**src/rtl/maindec_if.sv**
```systemverilog
// maindec_if: opcode-in / control-out bundle for the main decoder
// slave modport faces the decoder, master modport faces the driver of op/clr_err
interface maindec_if;
  logic [6:0] op;
  logic       clr_err;
  logic [1:0] ResultSrc;
  logic       MemWrite;
  logic       Branch;
  logic       ALUSrc;
  logic       RegWrite;
  logic       Jump;
  logic [2:0] ImmSrc;
  logic [1:0] ALUOp;
  logic       Illegal;
  logic       ErrSticky;
  modport slave (
    input  op, clr_err,
    output ResultSrc, MemWrite, Branch, ALUSrc, RegWrite, Jump, ImmSrc, ALUOp, Illegal, ErrSticky
  );
  modport master (
    output op, clr_err,
    input  ResultSrc, MemWrite, Branch, ALUSrc, RegWrite, Jump, ImmSrc, ALUOp, Illegal, ErrSticky
  );
endinterface

```
**src/rtl/maindec.sv**
```systemverilog
// maindec: RISC-V main decoder, combinational controls from op plus a sticky illegal-op flag
// Ports: clk, reset (sync active-high, clears ErrSticky only); bus (maindec_if.slave):
//   op/clr_err in; ResultSrc, MemWrite, Branch, ALUSrc, RegWrite, Jump, ImmSrc, ALUOp, Illegal, ErrSticky out.
// Macro MAINDEC_EXT_OPS_EN adds I-ALU, jalr and lui decoding; otherwise they decode as illegal.
module maindec (
  input logic       clk,
  input logic       reset,
  maindec_if.slave  bus
);
  localparam logic [6:0] OP_LW   = 7'b0000011;
  localparam logic [6:0] OP_SW   = 7'b0100011;
  localparam logic [6:0] OP_R    = 7'b0110011;
  localparam logic [6:0] OP_BEQ  = 7'b1100011;
  localparam logic [6:0] OP_JAL  = 7'b1101111;
`ifdef MAINDEC_EXT_OPS_EN
  localparam logic [6:0] OP_IALU = 7'b0010011;
  localparam logic [6:0] OP_JALR = 7'b1100111;
  localparam logic [6:0] OP_LUI  = 7'b0110111;
`endif
  // ctrl = {RegWrite, ImmSrc[2:0], ALUSrc, MemWrite, ResultSrc[1:0], Branch, ALUOp[1:0], Jump}
  logic [11:0] ctrl;
  logic        ill;
  logic        err_d, err_q;
  always_comb begin
    ctrl = '0;
    ill  = 1'b0;
    case (bus.op)
      OP_LW:   ctrl = {1'b1, 3'b000, 1'b1, 1'b0, 2'b01, 1'b0, 2'b00, 1'b0};
      OP_SW:   ctrl = {1'b0, 3'b001, 1'b1, 1'b1, 2'b00, 1'b0, 2'b00, 1'b0};
      OP_R:    ctrl = {1'b1, 3'b000, 1'b0, 1'b0, 2'b00, 1'b0, 2'b10, 1'b0};
      OP_BEQ:  ctrl = {1'b0, 3'b010, 1'b0, 1'b0, 2'b00, 1'b1, 2'b01, 1'b0};
      OP_JAL:  ctrl = {1'b1, 3'b011, 1'b0, 1'b0, 2'b10, 1'b0, 2'b00, 1'b1};
`ifdef MAINDEC_EXT_OPS_EN
      OP_IALU: ctrl = {1'b1, 3'b000, 1'b1, 1'b0, 2'b00, 1'b0, 2'b10, 1'b0};
      OP_JALR: ctrl = {1'b1, 3'b000, 1'b1, 1'b0, 2'b10, 1'b0, 2'b00, 1'b1};
      OP_LUI:  ctrl = {1'b1, 3'b100, 1'b0, 1'b0, 2'b11, 1'b0, 2'b00, 1'b0};
`endif
      default: ill  = 1'b1;
    endcase
  end
  assign {bus.RegWrite, bus.ImmSrc, bus.ALUSrc, bus.MemWrite, bus.ResultSrc,
          bus.Branch, bus.ALUOp, bus.Jump} = ctrl;
  assign bus.Illegal = ill;
  // clear beats set, so an illegal op coincident with clr_err is lost until it recurs
  assign err_d = bus.clr_err ? 1'b0 : (ill ? 1'b1 : err_q);
  always_ff @(posedge clk)
    if (reset) err_q <= 1'b0;
    else       err_q <= err_d;
  assign bus.ErrSticky = err_q;
endmodule

```
**src/flat_wrapper.sv**
```systemverilog
// flat-port wrapper written by rule: the top's interface ports become plain ports
module maindec_flat 
  (clk, reset, bus_op, bus_clr_err, bus_ResultSrc, bus_MemWrite, bus_Branch, bus_ALUSrc, bus_RegWrite, bus_Jump, bus_ImmSrc, bus_ALUOp, bus_Illegal, bus_ErrSticky);
  maindec_if bus_i ();
  input logic clk;
  input logic reset;
  input wire logic [$bits(bus_i.op)-1:0] bus_op;
  input wire logic [$bits(bus_i.clr_err)-1:0] bus_clr_err;
  output wire logic [$bits(bus_i.ResultSrc)-1:0] bus_ResultSrc;
  output wire logic [$bits(bus_i.MemWrite)-1:0] bus_MemWrite;
  output wire logic [$bits(bus_i.Branch)-1:0] bus_Branch;
  output wire logic [$bits(bus_i.ALUSrc)-1:0] bus_ALUSrc;
  output wire logic [$bits(bus_i.RegWrite)-1:0] bus_RegWrite;
  output wire logic [$bits(bus_i.Jump)-1:0] bus_Jump;
  output wire logic [$bits(bus_i.ImmSrc)-1:0] bus_ImmSrc;
  output wire logic [$bits(bus_i.ALUOp)-1:0] bus_ALUOp;
  output wire logic [$bits(bus_i.Illegal)-1:0] bus_Illegal;
  output wire logic [$bits(bus_i.ErrSticky)-1:0] bus_ErrSticky;
  assign bus_i.op = bus_op;
  assign bus_i.clr_err = bus_clr_err;
  assign bus_ResultSrc = bus_i.ResultSrc;
  assign bus_MemWrite = bus_i.MemWrite;
  assign bus_Branch = bus_i.Branch;
  assign bus_ALUSrc = bus_i.ALUSrc;
  assign bus_RegWrite = bus_i.RegWrite;
  assign bus_Jump = bus_i.Jump;
  assign bus_ImmSrc = bus_i.ImmSrc;
  assign bus_ALUOp = bus_i.ALUOp;
  assign bus_Illegal = bus_i.Illegal;
  assign bus_ErrSticky = bus_i.ErrSticky;
  maindec u_core (.clk(clk), .reset(reset), .bus(bus_i));
endmodule
```
**config.mk**
```make
export PLATFORM = sky130hd
export DESIGN_NAME = maindec_flat
export DESIGN_NICKNAME = d
export VERILOG_FILES = /design/src/rtl/maindec_if.sv /design/src/rtl/maindec.sv /design/src/flat_wrapper.sv
export SDC_FILE = /design/constraint.sdc
export NUM_CORES = 1
export LEC_CHECK = 0
export BUFFER_PORTS_ARGS = -buffer_cell sky130_fd_sc_hd__clkbuf_2
export CAP_MARGIN = 25
export CORE_AREA = 10 10 47 49
export DETAILED_ROUTE_END_ITERATION = 8
export DIE_AREA = 0 0 57 59
export GPL_ROUTABILITY_DRIVEN = 0
export GPL_TIMING_DRIVEN = 0
export SYNTH_ARGS = -nofsm -noshare
export SYNTH_HDL_FRONTEND = slang
export SYNTH_SLANG_ARGS = --single-unit
```
**constraint.sdc**
```tcl
create_clock -name clk -period 0.8 [get_ports clk]
set_input_delay 0.12 -clock clk [delete_from_list [all_inputs] [get_ports clk]]
set_output_delay 0.12 -clock clk [all_outputs]
set_load 0.02 [all_outputs]
```
==> results.ini <==
[power_and_ir_drop]
p_per_area_nw_per_um2=401.2
finalPower_mw=0.2615
intPower_mw=0.1490
sequentialPowerShare=0.210
ir_drop_mv=0.3529
power_frac_comb=0.790
power_frac_clock=0
power.switching_mw=0.1125
leakage_nw=0.2658
switching_share=0.4302

[global_route]
grt_antenna_before_repair=0
grt_pass1_wl_um=1587
grt_util_all_layers=0.05589
overflow=0
grt_max_degree=8
grt_pass1_vias=338

[hold_path]
hold_path_depth=2
min-delay-start=reset
worstHoldEndpoint=u_core.bus.ErrSticky
hold_path_class=in2reg

[place]
dp_hpwl_um=739.2
place_area_sq_um=439.2
io_buffers=22

[worst_setup_path]
slowest_stage=or2_4
r2r_slack_ns=0.16
critPathCaptureType=output pin
crit_arrival_ns=1.05
cp_cell_sequence=buf_6 -> or2_4 -> nor2_4 -> nand3_4 -> nor3_4 -> clkbuf_8
crit_required_ns=0.68
reg2regPathDepth=2
crit_buf_inv=2
r2r_start=u_core.bus.ErrSticky
max_stage_delay_ns=0.25
r2r_end=u_core.bus.ErrSticky
critical_path_class=in2out
cp_max_fo=4
start_kind=input port
worstSetupStartpoint=bus_op[2]
critPathTopFamily=simple AND/OR/NAND/NOR gates

[route]
num_vias=325
wl_per_cell_um=14.11
drcViolationCount=0
drt_pass1_iterations=1
viasPerCell=4.276
drt_iter0_drc=0
postRouteAntennaNets=0
wirelength_um=1072

[synth]
yosysTopAreaCell=nor2_1
ys_types=19
ys_seq_elements=1
yosysWarnings=0
syn_nets=44
syn_area_sq_um=209.0
synthTopCellsByCount=7 x nor2_1, 5 x nand2_1, 3 x buf_4
synth-edff-count=0
synth_flop_cell=dfxtp_1
synth_area_leaders=nor2_1 13%, buf_4 11%, dfxtp_1 9.6%
yosys.area.top_type_share=0.1257
yosys.cell_count.top_type=nor2_1
seq_area_frac_synth=0.09581
syn_inst=34
synth_async_sr_flop_share=0
syn_avg_cell_area_sq_um=6.146

[die]
start_util=0.1491
io_pins=24
chipHeight_um=59
core_sq_um=1401
fp.dieArea_sq_um=3363
die_w_um=57
rows=14

[sta]
fin_crit_ns=1.171
finClkSkew_ns=0
hold_ws_ns=0.2890
fmax_mhz=853.6
finalHoldViolations=0
fin_setup_tns_ns=-3.657
post-route-period-util=1.464
fin_ws_ns=-0.3715
report.final.slew_viol_count=0
final-setup-viol-count=13
rsz0062_at_grt=yes

[final_layout]
diodes=0
filler_cell_count=134
largest_reg_flops=1
design_area_sq_um=651.9
area_growth_pct=212.0
layout-drive-gt1-share=0.8333
nets=72

[job]
maxCapViolCount=0

[clocking]
path_clk_slew_ns=0
ctsHoldBuffers=0
clock_latency_ns=0

[outcome]
status=complete, but fails checks
violations=setup timing

==> stage by stage <==
| step | std cells | util | setup WS [ns] |
|---|---|---|---|
| 5_1_grt | 76 | 0.4652 | -0.4116 |
| 6_report | 76 | 0.4652 | -0.3715 |
| 3_3_place_gp | 72 | 0.3134 | -0.5117 |
| 4_1_cts | 74 | 0.4313 | -0.3905 |
| 3_5_place_dp | 72 | 0.3134 | -0.5073 |
| 2_1_floorplan | 34 | - | -0.1859 |
==> worst max path at each step <==
| stage | cells past startpoint | slack (ns) | endpoint |
|---|---|---|---|
| final | 6 | -0.37 | bus_ResultSrc[0] |
| after CTS | 6 | -0.39 | bus_ResultSrc[0] |
| after detailed placement | 6 | -0.51 | bus_ResultSrc[1] |
| after floorplan | 4 | -0.19 | bus_ResultSrc[0] |
| after global routing | 6 | -0.41 | bus_ResultSrc[0] |
| after global placement | 6 | -0.51 | bus_ALUOp[0] |
==> cells by family after synthesis <==
logic type / share of synthesized area
adder cells (fa/ha/maj): 0.05389
AND/OR/NAND/NOR: 0.5810
flip-flops: 0.09581
other: 0.01795
AO/OA/AOI/OAI: 0.1258
buffers and inverters: 0.1257
==> worst register-to-register path, stage by stage, from the launching register on <==
cell and delay, ns:
dfxtp_1 0.30, nor2_1 0.05, a211oi_2 0.20
==> cell type report <==
| class | instances | area [sq um] | area share |
|---|---|---|---|
| repair buffers | 26 | 290.3 | 0.4453 |
| multi-input cells | 29 | 280.3 | 0.4299 |
| plain buffers | 3 | 30.03 | 0.04607 |
| flip-flops and latches | 1 | 20.02 | 0.03071 |
| well taps | 16 | 20.02 | 0.03071 |
| inverters | 1 | 11.26 | 0.01727 |
==> power by group through the flow <==
| stage | Sequential [mW] | Clock (mW) | Combinational (mW) |
|---|---|---|---|
| finish | 0.0550 | 0 | 0.207 |
| global route | 0.0552 | 0 | 0.219 |
| CTS | 0.0551 | 0 | 0.186 |
| detailed placement | 0.0550 | 0 | 0.150 |
| global placement | 0.0550 | 0 | 0.148 |
| floorplan | 0.0587 | 0 | 0.0839 |
==> cells in the final DEF, fill, tap and decap left out <==
cell type  synthesis  layout
nor2b_4            0       1
maj3_2             1       1
buf_8              0       7
nand2_2            0       1
clkbuf_2           0       7
a211oi_2           0       1
or2_4              1       1
conb_1             1       1
buf_6              0       5
dfxtp_1            1       1
a21oi_4            0       2
and3_2             1       1
o21ai_4            0       1
buf_4              3       4
nand3_4            0       1
nand2_1            5       4
nor3_4             0       2
nor2_2             0       1
nor2_1             7       2
nand2b_1           1       1
clkbuf_16          0       1
nand3_2            1       2
inv_8              0       1
nand4_1            1       1
clkbuf_8           0       5
nor2_4             1       5
==> what timing repair did <==
item,in CTS,in global routing
gates resized for setup,32,11
cloned,0,0
pin swaps,3,6
setup buffers,2,2
endpoints found under the setup margin,13,13
==> per-layer routing <==
layer  up-vias  wire [um]  global-route usage
li1        167          -                   -
met4         0          0                   0
met5         -          0                   0
met1       144        362             0.05502
met3         0         95             0.01931
met2        14        613              0.1147
No activity file was read; power rests on OpenSTA's default activity.
